--- config.mk ---
export PLATFORM = sky130hd
export DESIGN_NAME = writeback
export DESIGN_NICKNAME = d
export VERILOG_FILES = /design/src/rtl/riscv_pkg.sv /design/src/rtl/load_extend.sv /design/src/rtl/writeback.sv
export SDC_FILE = /design/constraint.sdc
export NUM_CORES = 1
export LEC_CHECK = 0
export CORE_UTILIZATION = 35
export CTS_CLUSTER_SIZE = 25
export DETAILED_ROUTE_END_ITERATION = 8
export GPL_ROUTABILITY_DRIVEN = 1
export SLEW_MARGIN = 20
export SYNTH_ARGS = -nofsm -noshare
export SYNTH_HDL_FRONTEND = slang
export SYNTH_SLANG_ARGS = --single-unit
--- constraint.sdc ---
create_clock -name clk -period 2.5 [get_ports clk]
set_clock_uncertainty 0.2 [all_clocks]
set_input_delay 0.5 -clock clk [delete_from_list [all_inputs] [get_ports clk]]
set_output_delay 0.5 -clock clk [all_outputs]
set_load 0.005 [all_outputs]
--- src/rtl/riscv_pkg.sv ---
// +----------------------------------------------------------------------+
// | riscv_pkg: result-source encoding and load funct3 constants shared   |
// | by the control unit and the writeback stage.   Rev 1.0               |
// +----------------------------------------------------------------------+
`default_nettype none

package riscv_pkg;

  typedef enum logic [1:0] {
    RES_ALU  = 2'b00,
    RES_LOAD = 2'b01,
    RES_PC4  = 2'b10,
    RES_IMM  = 2'b11
  } res_src_e;

  localparam logic [2:0] F3_LB  = 3'b000;
  localparam logic [2:0] F3_LH  = 3'b001;
  localparam logic [2:0] F3_LW  = 3'b010;
  localparam logic [2:0] F3_LBU = 3'b100;
  localparam logic [2:0] F3_LHU = 3'b101;

endpackage

`default_nettype wire

--- src/rtl/load_extend.sv ---
// +----------------------------------------------------------------------+
// | load_extend: selects byte/halfword from an aligned word and sign- or |
// | zero-extends it to the datapath width.          Rev 1.0              |
// +----------------------------------------------------------------------+
`default_nettype none

module load_extend
  import riscv_pkg::*;
#(
  parameter int DATA_WIDTH = 32
) (
  input  logic [DATA_WIDTH-1:0] word_i,
  input  logic [1:0]            offset_i,
  input  logic [2:0]            funct3_i,
  output logic [DATA_WIDTH-1:0] data_o
);

  logic [7:0]  byte_w;
  logic [15:0] half_w;

  always_comb begin
    byte_w = word_i[{offset_i, 3'b000} +: 8];
    // Halfword loads assume alignment was enforced upstream; offset[0] is ignored.
    half_w = offset_i[1] ? word_i[31:16] : word_i[15:0];
  end

  always_comb begin
    data_o = word_i;
    case (funct3_i)
      F3_LB:   data_o = {{(DATA_WIDTH-8){byte_w[7]}}, byte_w};
      F3_LH:   data_o = {{(DATA_WIDTH-16){half_w[15]}}, half_w};
      F3_LBU:  data_o = {{(DATA_WIDTH-8){1'b0}}, byte_w};
      F3_LHU:  data_o = {{(DATA_WIDTH-16){1'b0}}, half_w};
      default: data_o = word_i;
    endcase
  end

endmodule

`default_nettype wire

--- src/rtl/writeback.sv ---
// +----------------------------------------------------------------------+
// | writeback: MEM/WB register, result select, regfile write drive and   |
// | retired-instruction counter.                    Rev 1.0              |
// +----------------------------------------------------------------------+
`default_nettype none

module writeback
  import riscv_pkg::*;
#(
  parameter int DATA_WIDTH = 32,
  parameter int CNT_WIDTH  = 64
) (
  input  logic                  clk,
  input  logic                  rst_n,
  input  logic                  StallW_i,
  input  logic                  FlushW_i,
  input  logic                  ValidM_i,
  input  logic                  RegWriteM_i,
  input  logic [1:0]            ResultSrcM_i,
  input  logic [2:0]            Funct3M_i,
  input  logic [DATA_WIDTH-1:0] ALUResultM_i,
  input  logic [DATA_WIDTH-1:0] ReadDataM_i,
  input  logic [DATA_WIDTH-1:0] PC_Plus4M_i,
  input  logic [DATA_WIDTH-1:0] ImmExtM_i,
  input  logic [4:0]            RdM_i,
  output logic [4:0]            RdW_o,
  output logic [DATA_WIDTH-1:0] ResultW_o,
  output logic                  RegWriteW_o,
  output logic                  ValidW_o,
  output logic [CNT_WIDTH-1:0]  InstRet_o
);

  logic                  Valid_q,     Valid_d;
  logic                  RegWrite_q,  RegWrite_d;
  res_src_e              ResultSrc_q, ResultSrc_d;
  logic [2:0]            Funct3_q,    Funct3_d;
  logic [DATA_WIDTH-1:0] ALUResult_q, ALUResult_d;
  logic [DATA_WIDTH-1:0] ReadData_q,  ReadData_d;
  logic [DATA_WIDTH-1:0] PC_Plus4_q,  PC_Plus4_d;
  logic [DATA_WIDTH-1:0] ImmExt_q,    ImmExt_d;
  logic [4:0]            Rd_q,        Rd_d;
  logic [CNT_WIDTH-1:0]  InstRet_q,   InstRet_d;

  logic                  retire_w;
  logic [DATA_WIDTH-1:0] load_w;

  // An instruction retires when it leaves W: either replaced (no stall) or squashed by flush.
  assign retire_w = Valid_q & (~StallW_i | FlushW_i);

  always_comb begin
    Valid_d     = Valid_q;
    RegWrite_d  = RegWrite_q;
    ResultSrc_d = ResultSrc_q;
    Funct3_d    = Funct3_q;
    ALUResult_d = ALUResult_q;
    ReadData_d  = ReadData_q;
    PC_Plus4_d  = PC_Plus4_q;
    ImmExt_d    = ImmExt_q;
    Rd_d        = Rd_q;
    InstRet_d   = InstRet_q + {{(CNT_WIDTH-1){1'b0}}, retire_w};
    if (FlushW_i) begin
      Valid_d     = 1'b0;
      RegWrite_d  = 1'b0;
      ResultSrc_d = RES_ALU;
      Funct3_d    = '0;
      ALUResult_d = '0;
      ReadData_d  = '0;
      PC_Plus4_d  = '0;
      ImmExt_d    = '0;
      Rd_d        = '0;
    end else if (!StallW_i) begin
      Valid_d     = ValidM_i;
      RegWrite_d  = RegWriteM_i;
      ResultSrc_d = res_src_e'(ResultSrcM_i);
      Funct3_d    = Funct3M_i;
      ALUResult_d = ALUResultM_i;
      ReadData_d  = ReadDataM_i;
      PC_Plus4_d  = PC_Plus4M_i;
      ImmExt_d    = ImmExtM_i;
      Rd_d        = RdM_i;
    end
  end

  always_ff @(posedge clk or negedge rst_n) begin
    if (!rst_n) begin
      Valid_q     <= 1'b0;
      RegWrite_q  <= 1'b0;
      ResultSrc_q <= RES_ALU;
      Funct3_q    <= '0;
      ALUResult_q <= '0;
      ReadData_q  <= '0;
      PC_Plus4_q  <= '0;
      ImmExt_q    <= '0;
      Rd_q        <= '0;
      InstRet_q   <= '0;
    end else begin
      Valid_q     <= Valid_d;
      RegWrite_q  <= RegWrite_d;
      ResultSrc_q <= ResultSrc_d;
      Funct3_q    <= Funct3_d;
      ALUResult_q <= ALUResult_d;
      ReadData_q  <= ReadData_d;
      PC_Plus4_q  <= PC_Plus4_d;
      ImmExt_q    <= ImmExt_d;
      Rd_q        <= Rd_d;
      InstRet_q   <= InstRet_d;
    end
  end

  load_extend #(.DATA_WIDTH(DATA_WIDTH)) u_load_extend (
    .word_i   (ReadData_q),
    .offset_i (ALUResult_q[1:0]),
    .funct3_i (Funct3_q),
    .data_o   (load_w)
  );

  always_comb begin
    ResultW_o = ALUResult_q;
    unique case (ResultSrc_q)
      RES_ALU:  ResultW_o = ALUResult_q;
      RES_LOAD: ResultW_o = load_w;
      RES_PC4:  ResultW_o = PC_Plus4_q;
      RES_IMM:  ResultW_o = ImmExt_q;
    endcase
  end

  assign RdW_o       = Rd_q;
  assign ValidW_o    = Valid_q;
  assign RegWriteW_o = RegWrite_q & Valid_q & (Rd_q != 5'd0);
  assign InstRet_o   = InstRet_q;

endmodule

`default_nettype wire
Word-level counts from Yosys, hierarchy flattened
Cells that the tools add are included.
{"block": "classes", "addsub": 1, "n_eq_ne": 7, "shifts": 1, "muxes": 21, "n_bitwise": 5, "n_reduce_logical": 3}
{"operator": "$mux W32", "n": 8}
{"operator": "$pmux W32 S4", "n": 2}
{"operator": "$add A64 B1 Y64", "n": 1}
{"operator": "$shiftx A32 B6 Y8", "n": 1}
{"operator": "$mux W16", "n": 1}
{"operator": "$mux W5", "n": 2}
{"operator": "$eq A3 B3 Y1 const B", "n": 2}
{"operator": "$mux W3", "n": 2}
{"operator": "$reduce_bool A5 Y1", "n": 1}
{"operator": "$eq A2 B2 Y1 const B", "n": 2}
{"operator": "$mux W1", "n": 4}
{"operator": "$mux W2", "n": 2}
{"operator": "$and A1 B1 Y1", "n": 3}
{"operator": "$eq A3 B1 Y1 const B", "n": 1}
{"operator": "$logic_not A3 Y1", "n": 1}
{"operator": "$eq A2 B1 Y1 const B", "n": 1}
{"operator": "$logic_not A2 Y1", "n": 1}
{"operator": "$ne A2 B1 Y1 const B", "n": 1}
{"operator": "$not A1 Y1", "n": 1}
{"operator": "$or A1 B1 Y1", "n": 1}
{"block": "totals", "regBits": 204, "input_bits": 144}

Depth between registers and ports, before layout
{"block": "logic_depth", "word_depth": 4, "mapped_depth": 10}

Modules after synthesis
A second synthesis with hierarchy kept.
{"block": "hier_totals", "cells_unflattened": 879, "hier_area_um2": 10166.0}
{"mod": "writeback", "instances": 1, "cells_each": 761, "area_each_um2": 9405.3, "seq_area_each_um2": 5104.9}
{"mod": "load_extend", "instances": 1, "cells_each": 118, "area_each_um2": 760.7, "seq_area_each_um2": 0.0}

Worst setup path after synthesis
Ideal clock, no wire load.
{"block": "synth_timing", "path_type": "input -> register", "startpoint": "input StallW_i", "endpoint": "register InstRet_q[58], in the netlist InstRet_o[58]", "arrival_time_ns": 2.502, "slack_ns": -0.281, "stages": 10, "n_path_buf": 3, "path_cell_list": "clkbuf_1 -> clkbuf_1 -> buf_2 -> a21boi_0 -> ha_1 -> ha_1 -> and3_1 -> nand4_4 -> nor4_2 -> xor2_1"}
{"block": "synth_via", "elab_chain_cells": 4}
{"item": "start, declared", "line_no": "writeback.sv:15", "rtl": "input logic StallW_i,"}
{"item": "$not A1 Y1", "line_no": "writeback.sv:48", "rtl": "assign retire_w = Valid_q & (~StallW_i | FlushW_i);"}
{"item": "$or A1 B1 Y1", "line_no": "writeback.sv:48"}
{"item": "$and A1 B1 Y1", "line_no": "writeback.sv:48"}
{"item": "$add A64 B1 Y64", "line_no": "writeback.sv:60", "rtl": "InstRet_d = InstRet_q + {{(CNT_WIDTH-1){1'b0}}, retire_w};"}
{"item": "via InstRet_d[58]", "line_no": "writeback.sv:42", "rtl": "logic [CNT_WIDTH-1:0] InstRet_q, InstRet_d;"}
{"item": "end signal, assigned", "line_no": "writeback.sv:106", "rtl": "InstRet_q <= InstRet_d;"}
{"item": "end, declared", "line_no": "writeback.sv:42"}
The timed path passes the listed nets, and every way through them passes these cells.
A chain may end at the register's enable or synchronous reset.

Worst setup path after layout
{"block": "layout_timing", "startpoint": "register ALUResult_q[1]", "endpoint": "output ResultW_o[30]"}
{"block": "layout_via", "elab_chain_cells": 3}
{"item": "start, declared", "line_no": "writeback.sv:37", "rtl": "logic [DATA_WIDTH-1:0] ALUResult_q, ALUResult_d;"}
{"item": "start signal, assigned", "line_no": "writeback.sv:101", "rtl": "ALUResult_q <= ALUResult_d;"}
{"item": "$shiftx A32 B6 Y8 or $mux W16 (tied branches)", "line_no": "load_extend.sv:22, load_extend.sv:24"}
{"item": "$pmux W32 S4 *", "line_no": "load_extend.sv:29", "rtl": "case (funct3_i)"}
{"item": "$pmux W32 S4 *", "line_no": "writeback.sv:119", "rtl": "unique case (ResultSrc_q)"}
{"item": "end, declared", "line_no": "writeback.sv:27", "rtl": "output logic [DATA_WIDTH-1:0] ResultW_o,"}
Mark *: on every way between the ends. The rest lies on a longest branch, timed or not.

==> results.toml <==
[yosys]
synth_top_cell_area_share_pct = 49.8
yosys.area.top_type = "dfrtp_1"
ys_seq_area_share_pct = 49.8
async_flop_share_pct = 100
synth_cell_type_count = 57
syn_nets = 1129
ys.warnings.count = 0
synth_flop_cell = "dfrtp_1"
netlist_instances = 983
synth-seq-cells = 204
synth.area.top_cells = "dfrtp_1 50%, mux2i_1 14%, nor2_1 6.0%, xnor2_1 3.8%, a21oi_1 2.9%"
netlist_area_um2 = 10200
avgSynthCellArea_um2 = 10.4
synth_edf_count = 0

[detailed_routing]
drcViolationCount = 0
ant_nets = 0
vias = 8433
avgViaCountPerCell = 4.95
wire_per_inst_um = 18.7
firstDrtPassIters = 5
first_iter_violations = 426
wl_mm = 31.9

[worst_setup_path]
required_ns = 1.80
worstPathArrival_ns = 2.26
end_kind = "primary output"
crit_fanout = 8
startpoint_type = "flop"
critical_path_class = "reg -> out"

[placed_design]
place_hpwl_mm = 22.0
postPlaceCellArea_um2 = 13600
place_congestion = 0.908
dpl_worst_slack_ns = -0.279
io_buffers = 246

[power_and_ir_drop]
p_total_mw = 8.84
power_density_nw_per_um2 = 591
leakage_nw = 7.00
ir_drop_mv = 0.431

[floorplanning]
start_util_pct = 35.6
core-area_um2 = 28800
die_height_um = 173
io_pins = 247
fp.dieW_um = 173
std_cell_rows = 62
dieArea_um2 = 30000

[cells_and_area]
fillers = 2595
area.growth.synth_to_final_pct = 45.9
fin_area_um2 = 15000
final_common_cell = "clkdlybuf4s50_1"
layout_common_cells = "210 x clkdlybuf4s50_1, 203 x dfrtp_1, 162 x nor2_1"
drive_above_1_share_pct = 21.7
fin_nets = 1442

[sta]
maxSlewViolCount = 0
hold_violations = 0
tightest_slew_ns = 1.04
period_minus_slack_ns = 2.96
fin_crit_sh_pct = 118
setup_tns_ns = -12.32
setup_violations = 32
timing.fmax_mhz = 338
slew_headroom_pct = 30.9
setup_ws_ns = -0.459
rsz0062_at_grt = "true"

[global_routing]
grt_antenna_before_repair = 6
grt_overflow = 0
grt_pass1_vias = 8637
grt_pass1_wl_mm = 49.5
track_usage_pct = 20.9
grt_start_max_net_pins = 134

[clocking]
clk_latency_ns = 0.51
htree_levels = 1
cts-root-buf = "clkbuf_16"
cts_sinks = 204
clockBufferDepth = 3
clkSlewWorstSetupHoldPaths_ns = 0.06
cts_tree = "done"
cts_buffers = 25

[hold_path]
hold_path.class = "in -> async"

[job]
maxCapViolCount = 0

[status]
outcome = "complete, but fails checks"
violations = "negative setup slack"
final timing paths:
path / from / end / slack (ns) / cells after the start
worst max-delay path: ALUResult_q[1] / ResultW_o[30] / -0.46 / 7
worst max register to register: ValidW_o / InstRet_o[51] / 0.22 / 7
max in group asynchronous: rst_n / ImmExt_q[12] / 1.19 / 3
worst min-delay path: rst_n / ALUResult_q[18] / 0.24 / 2
worst min register to register: InstRet_o[63] / InstRet_o[63] / 0.27 / 1
min in group clk: InstRet_o[63] / InstRet_o[63] / 0.27 / 1
per-layer routing:
layer | track usage [%] | share of wire [%] | vias up
met2 | 32.5 | 45 | 251
met5 | 0 | 0.053 | -
met3 | 6.60 | 8.2 | 40
met1 | 28.5 | 44 | 4101
met4 | 4.20 | 2.0 | 2
li1 | - | - | 4039
synth_stat cells (7+ instances only):
master	n
o221ai_1	7
clkbuf_1	40
nand2_1	58
xnor2_1	45
inv_1	14
nor2b_1	10
buf_2	12
a21oi_1	60
dfrtp_1	204
xor2_1	17
nand3_1	30
mux2i_1	148
o21ai_0	26
and4_1	7
nand4_1	10
a21o_1	13
nor2_1	165
and3_1	12
nor4_2	8
o21ai_2	10
nor3b_1	7
o21a_1	16
final cells by class:
class	instances	area (um^2)	share of cell area, %
inverters	14	52.6	0.351
well taps	384	480	3.21
clock buffers	36	727	4.86
diodes	6	15.0	0.100
flip-flops and latches	204	5110	34.2
clock inverters	9	129	0.862
repair buffers	347	3270	21.8
multi-input cells	704	5170	34.6
cell families (layout without fill, tap and decap cells):
| logic type | count (synthesis) | after routing | share of synthesized area (%) |
|---|---|---|---|
| compound gates | 145 | 145 | 8.90 |
| xor+xnor | 62 | 62 | 5.30 |
| fa+ha+maj | 2 | 2 | 0.244 |
| buf+inv | 75 | 406 | 3.27 |
| flops | 204 | 204 | 49.8 |
| mux | 151 | 151 | 14.9 |
| other cells | 0 | 6 | 0 |
| simple gates | 344 | 344 | 17.6 |
stage by stage:
stage / std cells / hold WS, ns / utilization, %
CTS: 1693 / 0.240 / 51.1
floorplan: 983 / 0.00441 / -
finish: 1704 / 0.241 / 52.0
detailed placement: 1631 / 0.231 / 47.4
global placement: 1631 / 0.227 / 47.4
global route: 1699 / 0.257 / 51.9
critical path, stage by stage, from the launching register on:
cell	delay, ns
dfrtp_1	0.41
mux4_2	0.51
nor2b_4	0.15
o21ai_4	0.19
buf_8	0.17
o21ai_2	0.06
o21a_1	0.11
buf_2	0.13
flip-flops by register name (all words and copies together), names as in the netlist, 2 cells and up:
signal and flops:
ALUResult_q 32, Funct3_q 3, ImmExt_q 32, InstRet_o 64
PC_Plus4_q 32, RdW_o 5, ReadData_q 32, ResultSrc_q 2
timing repair:
action / 4_1_cts / 5_1_grt
pin swaps: 33 / 23
setup endpoints to repair: 33 / 33
gates cloned: 1 / 1
endpoints found under the hold margin: 29 / 0
resized for setup: 184 / 58
buffers inserted: 16 / 9
hold buffers: 1 / 0
power breakdown:
group / switching, mW / total, mW / internal (mW) / leakage, nW
logic: 0.683 / 1.45 / 0.767 / 3.85
clock network: 1.45 / 3.77 / 2.32 / 0.416
registers: 0.152 / 3.62 / 3.47 / 2.73
total: 2.28 / 8.84 / 6.56 / 7.00
No activity file was read; power rests on OpenSTA's default activity.
